`src/rtl/uart_axis_pkg.sv`:
```
// Shared defaults and FIFO entry layout for the UART-RX to AXI-Stream bridge.
package uart_axis_pkg;

   localparam int DEF_DATA_BITS    = 8;
   localparam int DEF_FIFO_DEPTH   = 16;
   // Two 10-bit frames at 9600 baud on a 100 MHz clock.
   localparam int DEF_IDLE_TIMEOUT = 208_320;

   // FIFO entry layout: tlast in the MSB, character below it.
   // The top module builds the same {tlast, data} layout at its own DATA_BITS.
   typedef struct packed {
      logic                     tlast;
      logic [DEF_DATA_BITS-1:0] data;
   } fifo_entry_t;

endpackage : uart_axis_pkg

```
`src/rtl/uart_rx_axis_bridge_fifo.sv`:
```
// Show-ahead synchronous FIFO with occupancy count.
// A push is accepted when not full, or when a pop happens in the same cycle.
// The head entry is visible on data_o whenever count_o != 0; it reads 0 when empty.
module sync_fifo #(
   parameter int WIDTH = 9,
   parameter int DEPTH = 16
) (
   input  logic                       clk,
   input  logic                       rst,
   input  logic                       push_i,
   input  logic [WIDTH-1:0]           data_i,
   input  logic                       pop_i,
   output logic [WIDTH-1:0]           data_o,
   output logic [$clog2(DEPTH):0]     count_o,
   output logic                       accept_o
);

   localparam int AW = $clog2(DEPTH);
   localparam logic [AW:0] FULL_CNT = (AW+1)'(DEPTH);

   logic [WIDTH-1:0] mem_q [DEPTH];
   logic [AW-1:0]    wr_ptr_q, wr_ptr_d;
   logic [AW-1:0]    rd_ptr_q, rd_ptr_d;
   logic [AW:0]      count_q,  count_d;
   logic             do_pop;

   assign do_pop   = pop_i && (count_q != '0);
   assign accept_o = push_i && ((count_q != FULL_CNT) || do_pop);
   assign data_o   = (count_q != '0) ? mem_q[rd_ptr_q] : '0;
   assign count_o  = count_q;

   // Next pointer and occupancy; power-of-two depth lets pointers wrap naturally.
   always_comb begin
      wr_ptr_d = wr_ptr_q;
      rd_ptr_d = rd_ptr_q;
      count_d  = count_q;
      if (accept_o) wr_ptr_d = wr_ptr_q + 1'b1;
      if (do_pop)   rd_ptr_d = rd_ptr_q + 1'b1;
      if (accept_o && !do_pop)      count_d = count_q + 1'b1;
      else if (!accept_o && do_pop) count_d = count_q - 1'b1;
   end

   // Pointer and count registers.
   always_ff @(posedge clk) begin
      if (rst) begin
         wr_ptr_q <= '0;
         rd_ptr_q <= '0;
         count_q  <= '0;
      end else begin
         wr_ptr_q <= wr_ptr_d;
         rd_ptr_q <= rd_ptr_d;
         count_q  <= count_d;
      end
   end

   // Storage array; contents after reset are don't-care because count is 0.
   always_ff @(posedge clk) begin
      if (!rst && accept_o) mem_q[wr_ptr_q] <= data_i;
   end

endmodule : sync_fifo

```
`src/rtl/uart_rx_axis_bridge.sv`:
```
// Bridges a UART receiver character strobe onto AXI-Stream.
// The newest character waits in a staging register until either another
// character arrives (it is sent with tlast=0) or the line stays idle for
// IDLE_TIMEOUT cycles (it is sent with tlast=1).
// Handshake: a beat transfers on a rising edge where m_axis_tvalid and
// m_axis_tready are both high; tdata/tlast hold steady while tvalid is high
// and tready is low, and tvalid never drops without a transfer.
module uart_rx_axis_bridge
   import uart_axis_pkg::*;
#(
   parameter int DATA_BITS    = DEF_DATA_BITS,
   parameter int FIFO_DEPTH   = DEF_FIFO_DEPTH,
   parameter int IDLE_TIMEOUT = DEF_IDLE_TIMEOUT
) (
   input  logic                          clk,
   input  logic                          rst,
   input  logic [DATA_BITS-1:0]          rx_data,
   input  logic                          rx_valid,
   output logic [DATA_BITS-1:0]          m_axis_tdata,
   output logic                          m_axis_tvalid,
   input  logic                          m_axis_tready,
   output logic                          m_axis_tlast,
   output logic [$clog2(FIFO_DEPTH):0]   fifo_level,
   output logic                          overflow,
   input  logic                          clr_overflow
);

   localparam int TW = $clog2(IDLE_TIMEOUT);
   localparam logic [TW-1:0] TIMER_LAST = TW'(IDLE_TIMEOUT - 1);

   logic [DATA_BITS-1:0] stg_data_q, stg_data_d;
   logic                 stg_full_q, stg_full_d;
   logic [TW-1:0]        timer_q,    timer_d;
   logic                 overflow_q, overflow_d;

   logic                 timeout;
   logic                 push;
   logic                 push_ok;
   logic                 pop;
   logic [DATA_BITS:0]   push_entry;
   logic [DATA_BITS:0]   head_entry;

   // A new character always wins over a timeout landing in the same cycle.
   assign timeout    = stg_full_q && !rx_valid && (timer_q == TIMER_LAST);
   assign push       = (rx_valid && stg_full_q) || timeout;
   assign push_entry = {timeout, stg_data_q};
   assign pop        = m_axis_tvalid && m_axis_tready;

   // Staging register, idle timer and sticky overflow next-state.
   always_comb begin
      stg_data_d = stg_data_q;
      stg_full_d = stg_full_q;
      timer_d    = timer_q;
      overflow_d = overflow_q;
      if (rx_valid) begin
         stg_data_d = rx_data;
         stg_full_d = 1'b1;
         timer_d    = '0;
      end else if (timeout) begin
         stg_full_d = 1'b0;
         timer_d    = '0;
      end else if (stg_full_q) begin
         timer_d    = timer_q + 1'b1;
      end
      if (push && !push_ok)  overflow_d = 1'b1;
      else if (clr_overflow) overflow_d = 1'b0;
   end

   // Staging, timer and overflow registers.
   always_ff @(posedge clk) begin
      if (rst) begin
         stg_data_q <= '0;
         stg_full_q <= 1'b0;
         timer_q    <= '0;
         overflow_q <= 1'b0;
      end else begin
         stg_data_q <= stg_data_d;
         stg_full_q <= stg_full_d;
         timer_q    <= timer_d;
         overflow_q <= overflow_d;
      end
   end

   sync_fifo #(
      .WIDTH (DATA_BITS + 1),
      .DEPTH (FIFO_DEPTH)
   ) u_fifo (
      .clk      (clk),
      .rst      (rst),
      .push_i   (push),
      .data_i   (push_entry),
      .pop_i    (pop),
      .data_o   (head_entry),
      .count_o  (fifo_level),
      .accept_o (push_ok)
   );

   assign m_axis_tvalid = (fifo_level != '0);
   assign m_axis_tlast  = head_entry[DATA_BITS];
   assign m_axis_tdata  = head_entry[DATA_BITS-1:0];
   assign overflow      = overflow_q;

endmodule : uart_rx_axis_bridge

```
`config.mk`:
```
export PLATFORM = sky130hd
export DESIGN_NAME = uart_rx_axis_bridge
export DESIGN_NICKNAME = d
export VERILOG_FILES = /design/src/rtl/uart_axis_pkg.sv /design/src/rtl/uart_rx_axis_bridge_fifo.sv /design/src/rtl/uart_rx_axis_bridge.sv
export SDC_FILE = /design/constraint.sdc
export NUM_CORES = 1
export LEC_CHECK = 0
export CAP_MARGIN = 20
export CELL_PAD_IN_SITES_DETAIL_PLACEMENT = 0
export CELL_PAD_IN_SITES_GLOBAL_PLACEMENT = 1
export CORE_AREA = 2 2 128 130
export CTS_BUF_LIST = sky130_fd_sc_hd__clkbuf_4
export CTS_CLUSTER_DIAMETER = 80
export DETAILED_ROUTE_END_ITERATION = 6
export DIE_AREA = 0 0 130 132
export PLACE_DENSITY_LB_ADDON = 0.1
export SETUP_SLACK_MARGIN = 0.3
export SKIP_LAST_GASP = 1
export SLEW_MARGIN = 20
export SYNTH_ARGS = -nofsm -noshare
export SYNTH_HDL_FRONTEND = slang
export SYNTH_SLANG_ARGS = --single-unit
export TNS_END_PERCENT = 10
```
`constraint.sdc`:
```
create_clock -name clk -period 3.1 [get_ports clk]
set_input_delay 0.62 -clock clk [delete_from_list [all_inputs] [get_ports clk]]
set_output_delay 0.62 -clock clk [all_outputs]
set_load 0.02 [all_outputs]
```
Word-level counts from Yosys, hierarchy flattened. Memory sizes are Yosys's and may differ from the RTL's. A register that Yosys moved wholly into a read port is not among the register bits. Index checks and enable logic that the tools add are counted.

Add/sub/neg operators: 5. Multiply operators: 0. Div/mod/pow operators: 0. Magnitude comparators: 0. Equality and inequality tests: 2. Shift-type cells: 0. Muxes and demuxes: 11. Bitwise gates (word level): 0. Reduce and logical (&&, ||, !) cells: 21.

Operator list (count): $add A18 B1 Y18 const B (1); $eq A18 B18 Y1 const B (1); $logic_and A1 B1 Y1 (10); $mux W5 (2); $mux W9 (1); $add A4 B1 Y4 const B (2); $mux W4 (2); $mux W1 (6); $reduce_bool A2 Y1 (3); $add A5 B1 Y5 const B (1); $ne A5 B5 Y1 const B (1); $reduce_bool A5 Y1 (1); $sub A5 B1 Y5 const B (1); $logic_not A1 Y1 (4); $reduce_or A3 Y1 (1); $logic_or A1 B1 Y1 (2).

Bits in registers: 41. Bits in latches: 0. Bits in writable memories: 144. Bits in read-only memories: 0. Input bits: 13. Output and inout bits: 16. Word-level logic and storage cells: 47. Memories kept: 1.

Memory list: u_fifo.mem_q (depth 16, bits a word 9, rd ports 1, clocked after memory_dff 1, wr ports 1, RTL line uart_rx_axis_bridge_fifo.sv:21) `logic [WIDTH-1:0] mem_q [DEPTH];`.

Logic depth before layout (Yosys ltp).
Depth in word-level cells: 9. Mapped depth: 12. Gate-level depth less buffers: 12.

Cells and area by module. A second synthesis with hierarchy kept.

Cells, all modules: 485. Area, all modules: 7813.7 um2.

By module, submodules not included: sync_fifo (times used 1, cells each 345, area an instance 6548.8 um2, sequential area each 4664.5 um2); uart_rx_axis_bridge (times used 1, cells each 140, area an instance 1265.0 um2, sequential area each 560.5 um2).

Worst setup path after synthesis. No wires, ideal clock.

Path type: flip-flop to flip-flop. Start point: register u_fifo.count_q[1] (netlist: u_fifo.count_o[1]). End point: register u_fifo.count_q[4] (netlist: u_fifo.count_o[4]). Library setup time: 0.121 ns. Arrival: 2.998 ns. Data required time: 2.979 ns. Slack: -0.018 ns. Cell stages (with the launch flop): 12. Buffers on the path: 1. Period minus slack after synthesis: 3.118 ns. Cell sequence: dfxtp_1 -> or4_1 -> or2_1 -> clkbuf_1 -> nand2_1 -> ha_1 -> inv_1 -> ha_1 -> a21o_1 -> a21oi_1 -> mux2i_1 -> mux2_2.

Longest elaborated chain between the ends: 8. Elaborated cells on any way between the ends: 15. Those cells by class: 2 x add/sub; 1 x eq/ne; 2 x mux; 10 x reduce/logical.

Ends and longest elaborated chain: start: declaration (RTL line uart_rx_axis_bridge_fifo.sv:24) `logic [AW:0] count_q, count_d;`; start signal: assignment (RTL line uart_rx_axis_bridge_fifo.sv:52) `count_q <= count_d;`; $reduce_bool A5 Y1 (*) (RTL line uart_rx_axis_bridge.sv:98) `assign m_axis_tvalid = (fifo_level != '0);`; net m_axis_tvalid (RTL line uart_rx_axis_bridge.sv:20) `output logic m_axis_tvalid,`; $logic_and A1 B1 Y1 (RTL line uart_rx_axis_bridge.sv:47) `assign pop = m_axis_tvalid && m_axis_tready;`; $logic_and A1 B1 Y1 (*) (RTL line uart_rx_axis_bridge_fifo.sv:27) `assign do_pop = pop_i && (count_q != '0);`; $logic_or A1 B1 Y1 (RTL line uart_rx_axis_bridge_fifo.sv:28) `assign accept_o = push_i && ((count_q != FULL_CNT) || do_pop);`; $logic_and A1 B1 Y1 (RTL line uart_rx_axis_bridge_fifo.sv:28); $logic_not A1 Y1 (RTL line uart_rx_axis_bridge_fifo.sv:40) `else if (!accept_o && do_pop) count_d = count_q - 1'b1;`; $logic_and A1 B1 Y1 (RTL line uart_rx_axis_bridge_fifo.sv:40); $reduce_bool A2 Y1 (no line).

The timed path passes the listed nets; every way through them passes the cells marked *. The select of a mux whose other input is x is not followed. A chain may end at the register's enable or synchronous reset.

==> impl_results.html <==
<table>
<tr><th>Metric</th><th>Value</th></tr>
<tr><th colspan="2">Layout</th></tr>
<tr><td>Nets@finish</td><td>560</td></tr>
<tr><td>Fraction of final layout cells with drive strength greater than 1</td><td>0.274</td></tr>
<tr><td>Area taken by flip-flops and latches</td><td>0.00523 mm^2</td></tr>
<tr><td>Area grow syn2layout</td><td>16.1%</td></tr>
<tr><td>Combined area of the multi-input logic cells</td><td>0.00236 mm^2</td></tr>
<tr><td>Area of all placed cells without fillers</td><td>a little under 0.009 mm^2</td></tr>
<tr><td>Number of filler instances in the final layout</td><td>1,278</td></tr>
<tr><th colspan="2">Critical path</th></tr>
<tr><td>Largest fanout on the critical path</td><td>17</td></tr>
<tr><td>Reg-to-Reg End</td><td>u_fifo.count_o[4]$_SDFFE_PP0P_</td></tr>
<tr><td>CP top delay family</td><td>multiplexers</td></tr>
<tr><td>Data arrival, critical path</td><td>~2300 ps</td></tr>
<tr><td>Type of origin of the critical path</td><td>flop</td></tr>
<tr><td>Depth of the worst register-to-register path</td><td>11</td></tr>
<tr><td>WP data required</td><td>approximately 2500 ps</td></tr>
<tr><td>Critical path type</td><td>reg -&gt; out</td></tr>
<tr><td>Endpoint class of the critical path</td><td>output port</td></tr>
<tr><td>Crit-path cells</td><td>buf_16 -&gt; buf_4 -&gt; mux4_2 -&gt; mux2i_1 -&gt; o22ai_2 -&gt; buf_2</td></tr>
<tr><td>RR Startpoint</td><td>u_fifo.count_o[1]$_SDFFE_PP0P_</td></tr>
<tr><td>Worst reg-to-reg setup slack</td><td>between 200 and 250 ps</td></tr>
<tr><td>WP buf/inv</td><td>3</td></tr>
<tr><td>Critical path's largest stage delay</td><td>480 ps</td></tr>
<tr><td>Highest-delay cell along the critical path</td><td>mux4_2</td></tr>
<tr><th colspan="2">Power</th></tr>
<tr><td>Total internal power</td><td>roughly 3.9 mW</td></tr>
<tr><td>Cell Pwr Density</td><td>633 mW/mm^2</td></tr>
<tr><td>Clock share of power</td><td>0.235</td></tr>
<tr><td>Sw Share</td><td>0.294</td></tr>
<tr><td>Leak pwr</td><td>between 2 and 3 nW</td></tr>
<tr><td>Worst supply voltage drop on vdd</td><td>roughly 0.00032 V</td></tr>
<tr><td>NetSw</td><td>1.64 mW</td></tr>
<tr><td>Combinational cell fraction of total power</td><td>0.255</td></tr>
<tr><td>Share of total power in sequential cells</td><td>0.510</td></tr>
<tr><th colspan="2">Detailed routing</th></tr>
<tr><td>First-pass detailed-route iteration total</td><td>4</td></tr>
<tr><td>Number of violations reported at the end of detailed-routing iteration 0</td><td>340</td></tr>
<tr><td>Remaining antenna violation count</td><td>0</td></tr>
<tr><td>Total DRC errors in the routed layout</td><td>0</td></tr>
<tr><td>WL final</td><td>14.9 mm</td></tr>
<tr><td>Via density</td><td>5.29</td></tr>
<tr><td>Detailed-route wire length per cell</td><td>19.5 um</td></tr>
<tr><td>Via count</td><td>a little over 4k</td></tr>
<tr><th colspan="2">Floorplanning</th></tr>
<tr><td>Starting density of the core</td><td>0.485</td></tr>
<tr><td>Count of pins on the block boundary</td><td>29</td></tr>
<tr><td>Horizontal extent of the die</td><td>130 um</td></tr>
<tr><td>Overall die area</td><td>roughly 0.017 mm^2</td></tr>
<tr><td>Die H</td><td>~130 um</td></tr>
<tr><td>Core ar.</td><td>approximately 0.016 mm^2</td></tr>
<tr><td>Cell Rows</td><td>46</td></tr>
<tr><th colspan="2">Yosys</th></tr>
<tr><td>Number of flops mapped to enable cells by yosys</td><td>~140</td></tr>
<tr><td>Dominant cell type by area after synthesis</td><td>edfxtp_1</td></tr>
<tr><td>Distinct cells, synth</td><td>42</td></tr>
<tr><td>Most repeated cell in the gate-level netlist after synthesis</td><td>edfxtp_1</td></tr>
<tr><td>Synthesized instance count</td><td>467</td></tr>
<tr><td>Leading cell types by count after synthesis</td><td>edfxtp_1 (144), nor2_1 (57), dfxtp_1 (45), mux4_2 (36), mux2i_1 (30)</td></tr>
<tr><td>Primary flip-flop cell chosen by synthesis mapping</td><td>edfxtp_1</td></tr>
<tr><td>Arithmetic-cell share of the synthesized area counting full adders, half adders and majority gates</td><td>0.0207</td></tr>
<tr><td>Proportion of synthesized area in mux cells</td><td>0.149</td></tr>
<tr><td>Portion of the post-synthesis area used by sequential elements</td><td>0.686</td></tr>
<tr><td>Compound-gate portion of the synthesized area</td><td>0.0209</td></tr>
<tr><td>Syn Area/Cell</td><td>approximately 16 um^2</td></tr>
<tr><td>Share of the synthesized area in the top cell type</td><td>0.568</td></tr>
<tr><td>Fraction of synthesis flops using an asynchronous set or reset pin</td><td>0</td></tr>
<tr><td>Netlist area before placement</td><td>0.00761 mm^2</td></tr>
<tr><td>Total nets after synthesis</td><td>roughly 490</td></tr>
<tr><td>XOR/XNOR Fraction of Synth Area</td><td>0.0265</td></tr>
<tr><td>Top area cells in the synthesized netlist</td><td>edfxtp_1 (57%), dfxtp_1 (12%), mux4_2 (11%)</td></tr>
<tr><td>Simple-gate share of the synthesized area</td><td>0.0790</td></tr>
<tr><td>Dominant combinational cell family by area after synthesis</td><td>multiplexers</td></tr>
<tr><td>Count of synthesis-stage warnings from yosys</td><td>0</td></tr>
<tr><td>Seq cells post-synth</td><td>around 190</td></tr>
<tr><th colspan="2">Placement</th></tr>
<tr><td>Placed Area</td><td>0.00840 mm^2</td></tr>
<tr><td>Hpwl dp</td><td>just over 9 mm</td></tr>
<tr><td>Port Buf Inserts</td><td>28</td></tr>
<tr><td>Placer's final routability congestion estimate</td><td>0.767</td></tr>
<tr><th colspan="2">Global routing</th></tr>
<tr><td>Global routing usage summed across all routing layers</td><td>0.187</td></tr>
<tr><td>Antenna violations before repair</td><td>1</td></tr>
<tr><td>Wire length of the first global-routing pass</td><td>23.3 mm</td></tr>
<tr><td>Pin count of the biggest net entering global routing</td><td>37</td></tr>
<tr><td>Vias in the first global route</td><td>roughly 4.2k</td></tr>
<tr><td>Sum of overflow across all layers after global routing</td><td>0</td></tr>
<tr><th colspan="2">Run status</th></tr>
<tr><td>Status</td><td>complete, no violations</td></tr>
<tr><th colspan="2">Timing</th></tr>
<tr><td>Tcrit/Tclk final</td><td>0.953</td></tr>
<tr><td>Final Hold Viols</td><td>0</td></tr>
<tr><td>Worst clock skew on the final layout</td><td>~22 ps</td></tr>
<tr><td>Unrepaired setup endpoints after global routing</td><td>true</td></tr>
<tr><td>Slew margin rel.</td><td>0.570</td></tr>
<tr><td>Total setup violations reported at the end of the flow</td><td>0</td></tr>
<tr><td>Peak Freq</td><td>around 340 MHz</td></tr>
<tr><td>Max-slew violation count</td><td>0</td></tr>
<tr><td>Setup TNS Final</td><td>0 ps</td></tr>
<tr><td>Slew at the pin closest to its max-slew limit</td><td>645 ps</td></tr>
<tr><td>Clock period minus final worst setup slack</td><td>2950 ps</td></tr>
<tr><th colspan="2">Min path</th></tr>
<tr><td>Worst Min Path Start</td><td>overflow$_SDFFE_PP0P_</td></tr>
<tr><td>Worst Hold End</td><td>overflow$_SDFFE_PP0P_</td></tr>
<tr><td>Number of cells on the worst hold path</td><td>2</td></tr>
<tr><td>Type of the worst min-delay path</td><td>reg -&gt; reg</td></tr>
<tr><th colspan="2">Clock tree</th></tr>
<tr><td>Root buffer cell</td><td>clkbuf_4</td></tr>
<tr><td>Worst-skew pair later-pin latency</td><td>580 ps</td></tr>
<tr><td>Total number of clock tree sinks</td><td>between 150 and 200</td></tr>
<tr><td>TritonCTS clock tree</td><td>done</td></tr>
<tr><td>Clock H-tree levels</td><td>4</td></tr>
<tr><td>CTS buffer count</td><td>17</td></tr>
<tr><td>CTS clk-pin slew, worst paths</td><td>150 ps</td></tr>
<tr><td>Maximum number of buffers from clock root to sink</td><td>2</td></tr>
<tr><th colspan="2">Flow run</th></tr>
<tr><td>Number of max-capacitance violations reported</td><td>0</td></tr>
</table>
[area by class of cell]
| type | count | area share |
|---|---|---|
| Clock buffer | 18 | 0.0153 |
| Multi-Input combinational cell | 248 | 0.267 |
| Antenna cell | 1 | 0.000283 |
| Timing Repair Buffer | 72 | 0.0747 |
| Inverter | 7 | 0.00326 |
| Sequential cell | 189 | 0.592 |
| Tap cell | 216 | 0.0306 |
| Clock inverter | 14 | 0.0168 |
[worst min-delay path, cell delays in order (launching register included)]
cell	delay, ps
dfxtp_1	340
nand2b_1	60
a21oi_1	50
[state kept, by name, indices dropped and copies added, names as in the netlist, named ones only]
signal and cells:
u_fifo.mem_q 144, u_fifo.rd_ptr_q 4, timer_q 18, u_fifo.count_o 5, overflow 1, stg_full_q 1
u_fifo.wr_ptr_q 4, stg_data_q 8
[metal layers]
layer / vias up / routed length (um) / track usage
li1: 1930 / - / -
met1: 2015 / 6420 / 0.247
met2: 84 / 7530 / 0.307
met3: 16 / 743 / 0.0446
met4: 0 / 221 / 0.0609
met5: - / 0 / 0
[logic make-up after synthesis]
| kind of cell | after synthesis |
|---|---|
| multiplexers | 68 |
| adder cells (fa/ha/maj) | 12 |
| AND/OR/NAND/NOR | 120 |
| buffers and inverters | 30 |
| XOR/XNOR | 23 |
| AO/OA/AOI/OAI | 25 |
| flip-flops | 189 |
[placed cells by master (no fill, tap or decap), drive strengths merged, types with 2 or more instances in the layout]
cell	synthesis	layout
a21oi	9	9
and2	2	2
and3	5	5
and4	2	2
buf	14	52
clkbuf	9	18
clkdlybuf4s50	0	18
clkinv	0	3
clkinvlp	0	2
dfxtp	45	45
edfxtp	144	144
ha	11	11
inv	7	15
mux2	2	2
mux2i	30	30
mux4	36	36
nand2	11	11
nand2b	6	6
nand3	6	6
nand3b	4	4
nand4	10	10
nor2	57	57
nor2b	2	2
nor3	6	6
nor4	2	2
o21ai	4	4
o22ai	9	9
or2	2	2
or3	2	2
xnor2	6	6
xor2	17	17
[through the flow]
| stage | setup WS (ps) | std cells | hold WS, ps | utilization | total power, mW |
|---|---|---|---|---|---|
| finish | 147 | 765 | 485 | 0.563 | 5.59 |
| global route | 31.2 | 765 | 529 | 0.563 | 5.87 |
| CTS | 58.4 | 762 | 493 | 0.561 | 5.65 |
| detailed placement | -49.5 | 723 | 467 | 0.535 | 4.22 |
| global placement | -11.8 | 723 | 456 | 0.535 | 4.21 |
| floorplan | 291 | 467 | 459 | - | 3.72 |
[power by group through the flow]
stage / clock (mW) / sequential [mW] / combinational [mW]
final: 1.31 / 2.85 / 1.43
after global routing: 1.47 / 2.86 / 1.54
after CTS: 1.37 / 2.85 / 1.43
after detailed placement: 0 / 2.89 / 1.33
after global placement: 0 / 2.89 / 1.31
after floorplan: 0 / 2.90 / 0.828
[what timing repair did]
item | 4_1_cts | 5_1_grt
endpoints found under the setup margin | 11 | 11
gates cloned | 2 | 0
resized for setup | 50 | 3
hold buffers | 0 | 0
buffers inserted | 5 | 2
[worst max path at each step]
stage	startpoint	slack, ps	depth (start not counted)	to
after global placement	rx_valid	-10	11	u_fifo.count_o[4]$_SDFFE_PP0P_
after floorplan	rx_valid	290	10	u_fifo.count_o[4]$_SDFFE_PP0P_
after CTS	flop	60	5	m_axis_tdata[1]
after global routing	flop	30	6	m_axis_tdata[7]
after detailed placement	rx_valid	-50	11	u_fifo.count_o[4]$_SDFFE_PP0P_
final	flop	150	6	m_axis_tdata[7]
Note: power is estimated with default switching activity, not from simulation.
